## src/rtl/sipo_deser.sv

```systemverilog
// Serial-in parallel-out receiver for the PISO serial link.
// Assembles WIDTH-bit words and hands them off via valid/rd_ack.
module sipo_deser #(
  parameter int WIDTH     = 4,
  parameter bit MSB_FIRST = 1'b1
) (
  input  logic             clk,
  input  logic             rst,
  input  logic             D,
  input  logic             shift_en,
  input  logic             sync,
  input  logic             rd_ack,
  output logic [WIDTH-1:0] Q,
  output logic             valid,
  output logic             busy,
  output logic             overrun
);

  localparam int CW = (WIDTH > 2) ? $clog2(WIDTH) : 1;
  localparam logic [CW-1:0] LAST = CW'(WIDTH - 1);

  typedef enum logic {
    IDLE = 1'b0,
    RECV = 1'b1
  } state_t;

  logic [WIDTH-1:0] sr, sr_d;
  logic [WIDTH-1:0] q_d;
  logic [WIDTH-1:0] word;
  logic [CW-1:0]    cnt, cnt_d;
  logic             valid_d;
  logic             ovr_d;
  logic             take;
  logic             last;
  state_t           st;

  // Framing state is the bit counter itself: idle at zero.
  always_comb begin
    st = (cnt == '0) ? IDLE : RECV;
  end

  // Word as it would look with this cycle's bit shifted in.
  always_comb begin
    word = MSB_FIRST ? {sr[WIDTH-2:0], D}
                     : {D, sr[WIDTH-1:1]};
  end

  // Next-state for framing, holding register and handshake.
  always_comb begin
    sr_d    = sr;
    cnt_d   = cnt;
    q_d     = Q;
    valid_d = valid;
    ovr_d   = overrun;
    take    = valid & rd_ack;
    last    = 1'b0;

    if (take) begin
      valid_d = 1'b0;
    end

    if (sync) begin
      sr_d  = '0;
      cnt_d = '0;
      ovr_d = 1'b0;
    end else if (shift_en) begin
      sr_d = word;
      unique case (st)
        IDLE: begin
          cnt_d = CW'(1);
        end
        RECV: begin
          if (cnt == LAST) begin
            last  = 1'b1;
            cnt_d = '0;
          end else begin
            cnt_d = cnt + CW'(1);
          end
        end
        default: begin
          cnt_d = '0;
        end
      endcase
      if (last) begin
        if (!valid || rd_ack) begin
          q_d     = word;
          valid_d = 1'b1;
        end else begin
          ovr_d = 1'b1;
        end
      end
    end
  end

  // State registers with synchronous reset.
  always_ff @(posedge clk) begin
    if (rst) begin
      sr      <= '0;
      cnt     <= '0;
      Q       <= '0;
      valid   <= 1'b0;
      overrun <= 1'b0;
    end else begin
      sr      <= sr_d;
      cnt     <= cnt_d;
      Q       <= q_d;
      valid   <= valid_d;
      overrun <= ovr_d;
    end
  end

  // A partial word is in flight whenever the counter is nonzero.
  always_comb begin
    busy = (cnt != '0);
  end

endmodule

```

## config.mk

```make
export PLATFORM = sky130hd
export DESIGN_NAME = sipo_deser
export DESIGN_NICKNAME = d
export VERILOG_FILES = /design/src/rtl/sipo_deser.sv
export SDC_FILE = /design/constraint.sdc
export NUM_CORES = 1
export LEC_CHECK = 0
export CAP_MARGIN = 5
export CORE_AREA = 4 4 41 43
export DETAILED_ROUTE_END_ITERATION = 6
export DIE_AREA = 0 0 45 47
export PLACE_DENSITY_LB_ADDON = 0.3
export SETUP_SLACK_MARGIN = 0.15
export SYNTH_ARGS = -nofsm -noshare
export SYNTH_HDL_FRONTEND = slang
export SYNTH_SLANG_ARGS = --single-unit
```

## constraint.sdc

```tcl
create_clock -name clk -period 1.4 [get_ports clk]
set_clock_uncertainty 0.2 [all_clocks]
set_input_delay 0.14 -clock clk [delete_from_list [all_inputs] [get_ports clk]]
set_output_delay 0.14 -clock clk [all_outputs]
set_load 0.05 [all_outputs]
```

==> impl_metrics.json <==
{
  "post-route-util_pct": 63.56,
  "die_w_um": 45,
  "status": "finished clean",
  "hold_viol_final": 0,
  "rows": 13,
  "num_vias": 398,
  "insertion_delay_ns": 0.26,
  "crit_start": "cnt[1]",
  "syn_nets": 59,
  "antenna_found_initial": 0,
  "drtIter0Drc": 3,
  "netlist_instances": 50,
  "drive_above_1_share_pct": 42.86,
  "worst_pin_slew_ns": 0.2767,
  "dp.cells": 78,
  "p_comb_share_pct": 12.7,
  "yosysUniqueCellTypes": 15,
  "slew_violations": 0,
  "cts_tree": "built",
  "fin_nets": 80,
  "swShare_pct": 22.97,
  "grt_max_degree": 10,
  "syn_to_final_growth_pct": 61.22,
  "root_buffer": "clkbuf_4",
  "p_int_w": 0.0004645,
  "design.portCount": 13,
  "hp-class": "reg2reg",
  "reg2reg_from": "cnt[1]",
  "die-area_um2": 2115,
  "core_area_um2": 1301,
  "drt-pass1-iter-count": 2,
  "cp_max_fo": 4,
  "crit_type": "reg2reg",
  "wl_per_cell_um": 10.45,
  "power-per-cell-area_nw_per_um2": 729.1,
  "yosysWarnings": 0,
  "hold_start": "sr[2]",
  "path_clk_slew_ns": 0.07,
  "cap_violations": 0,
  "ant_nets": 0,
  "start_util_pct": 39.42,
  "syn_avg_cell_area_um2": 10.26,
  "worst_slack_ns": 0.01653,
  "via_per_inst": 4.682,
  "portBuffers": 12,
  "p_sw_w": 0.0001385,
  "drt_wl_total_um": 888,
  "critPathCaptureType": "flip-flop",
  "yosysSeqAreaShare_pct": 42.93,
  "arrival_ns": 1.37,
  "rsz0062_at_grt": "yes",
  "pre_cts_ws_ns": -0.1223,
  "setup_viol": 0,
  "holdWs_ns": 0.2806,
  "grt_pass1_vias": 385,
  "drc_errors": 0,
  "pwr-share-clk_pct": 35.0,
  "ys_seq_elements": 11,
  "sequentialPowerShare_pct": 52.3,
  "fin_crit_ns": 1.383,
  "n_antenna_cell": 0,
  "cts_buffer_depth": 2,
  "slew_headroom_pct": 81.49,
  "grt_pass1_wl_mm": 1.435,
  "dp_hpwl_um": 655.5,
  "crit_slowest_cell": "dfxtp_4",
  "fp.dieH_um": 47,
  "vdd_drop_max_mv": 0.5002,
  "critPathMaxStageDelay_ns": 0.38,
  "cts-buffers-inserted": 3,
  "p_leak_nw": 0.3182,
  "grt-ovfl-total": 0,
  "final_cells": 85,
  "critical_path_required_ns": 1.39,
  "crit_chain": "ha_4 -> nand2_4 -> nor3_4 -> mux2i_1",
  "cts_hold_buf": 0,
  "grtUsageTotal_pct": 9.698,
  "p_total_w": 0.0006030,
  "routabilityCongestion": 0.7198,
  "synth_area_um2": 513.0,
  "clkSinkCount": 11,
  "crit_buf_inv": 0,
  "fin_crit_sh_pct": 98.82,
  "fmax_mhz": 722.8,
  "htreeDepth": 1,
  "crit_family": "flip-flops",
  "critPathLaunchType": "flip-flop"
}
## worst register-to-register path: stages (launching register included)
cell and delay [ns]:
dfxtp_4 0.38, ha_4 0.15, nand2_4 0.06, nor3_4 0.30, mux2i_1 0.24
## cells in the final DEF (no fill, tap or decap), drive strengths merged
| cell | n |
|---|---|
| clkbuf | 4 |
| nor2 | 8 |
| o21ba | 1 |
| clkdlybuf4s50 | 5 |
| buf | 13 |
| nand2b | 8 |
| dfxtp | 11 |
| nor2b | 1 |
| a31oi | 1 |
| inv | 3 |
| ha | 3 |
| nand2 | 1 |
| mux2i | 8 |
| a211oi | 1 |
| or2 | 1 |
| nor3 | 1 |
## cells by family (layout without fill, tap and decap cells)
| group | after synthesis | count (layout) | share of synthesized area (%) |
|---|---|---|---|
| muxes | 8 | 8 | 15.61 |
| adders and majority gates | 3 | 3 | 7.318 |
| and+or+nand+nor | 20 | 20 | 23.42 |
| AOI/OAI and AO/OA | 3 | 3 | 5.610 |
| buffers and inverters | 5 | 25 | 5.121 |
| DFF | 11 | 11 | 42.93 |
## state kept, by name, indices dropped and copies added, names as in the netlist
| register | flops |
|---|---|
| Q | 4 |
| cnt | 2 |
| overrun | 1 |
| sr | 3 |
| valid | 1 |
## power groups by stage
stage	Sequential (W)	Combinational [W]	Clock (W)
floorplan	0.000323	0.0000345	0
global placement	0.000324	0.0000655	0
detailed placement	0.000324	0.0000659	0
CTS	0.000317	0.0000695	0.000217
global route	0.000316	0.0000824	0.000235
finish	0.000315	0.0000766	0.000211
## worst paths after layout
check / cells past startpoint / slack, ns / end
hold / removal: 2 / 0.28 / Q[3]
setup / recovery: 4 / 0.02 / Q[0]
hold reg to reg: 2 / 0.28 / Q[3]
setup reg to reg: 4 / 0.02 / Q[0]
## stage by stage
stage	TNS, ns	instance area [µm²]
2_1_floorplan	0	528.0
3_3_place_gp	-0.3907	744.5
3_5_place_dp	-0.5374	744.5
4_1_cts	0	782.0
5_1_grt	-0.06486	827.0
6_report	0	827.0
## synth_stat cells, drive strengths merged
| library cell | number | area [µm²] |
|---|---|---|
| a211oi | 1 | 12.51 |
| a31oi | 1 | 6.260 |
| buf | 1 | 11.26 |
| clkbuf | 1 | 3.750 |
| dfxtp | 11 | 220.2 |
| ha | 3 | 37.54 |
| inv | 3 | 11.26 |
| mux2i | 8 | 80.08 |
| nand2 | 1 | 11.26 |
| nand2b | 8 | 50.05 |
| nor2 | 8 | 30.03 |
| nor2b | 1 | 6.260 |
| nor3 | 1 | 16.27 |
| o21ba | 1 | 10.01 |
| or2 | 1 | 6.260 |
## layer usage
| metal | vias to the layer above | track usage, % | wire length, µm |
|---|---|---|---|
| li1 | 204 | - | - |
| met1 | 180 | 11.11 | 402 |
| met2 | 10 | 14.97 | 413 |
| met3 | 4 | 2.299 | 50 |
| met4 | 0 | 8.772 | 22 |
| met5 | - | 0 | 0 |
## cell type report
class	instances	area (µm²)
inverters	3	13.76
well taps	15	18.77
fillers	112	474.2
repair buffers	18	235.2
clock buffers	4	26.28
flip-flops and latches	11	231.5
multi-input cells	34	301.5
## timing repair
item	CTS	global route
pin swaps	0	3
gates resized for setup	3	8
setup buffers	1	2
setup endpoints to repair	5	5
Note: power is estimated with default switching activity, not from simulation.
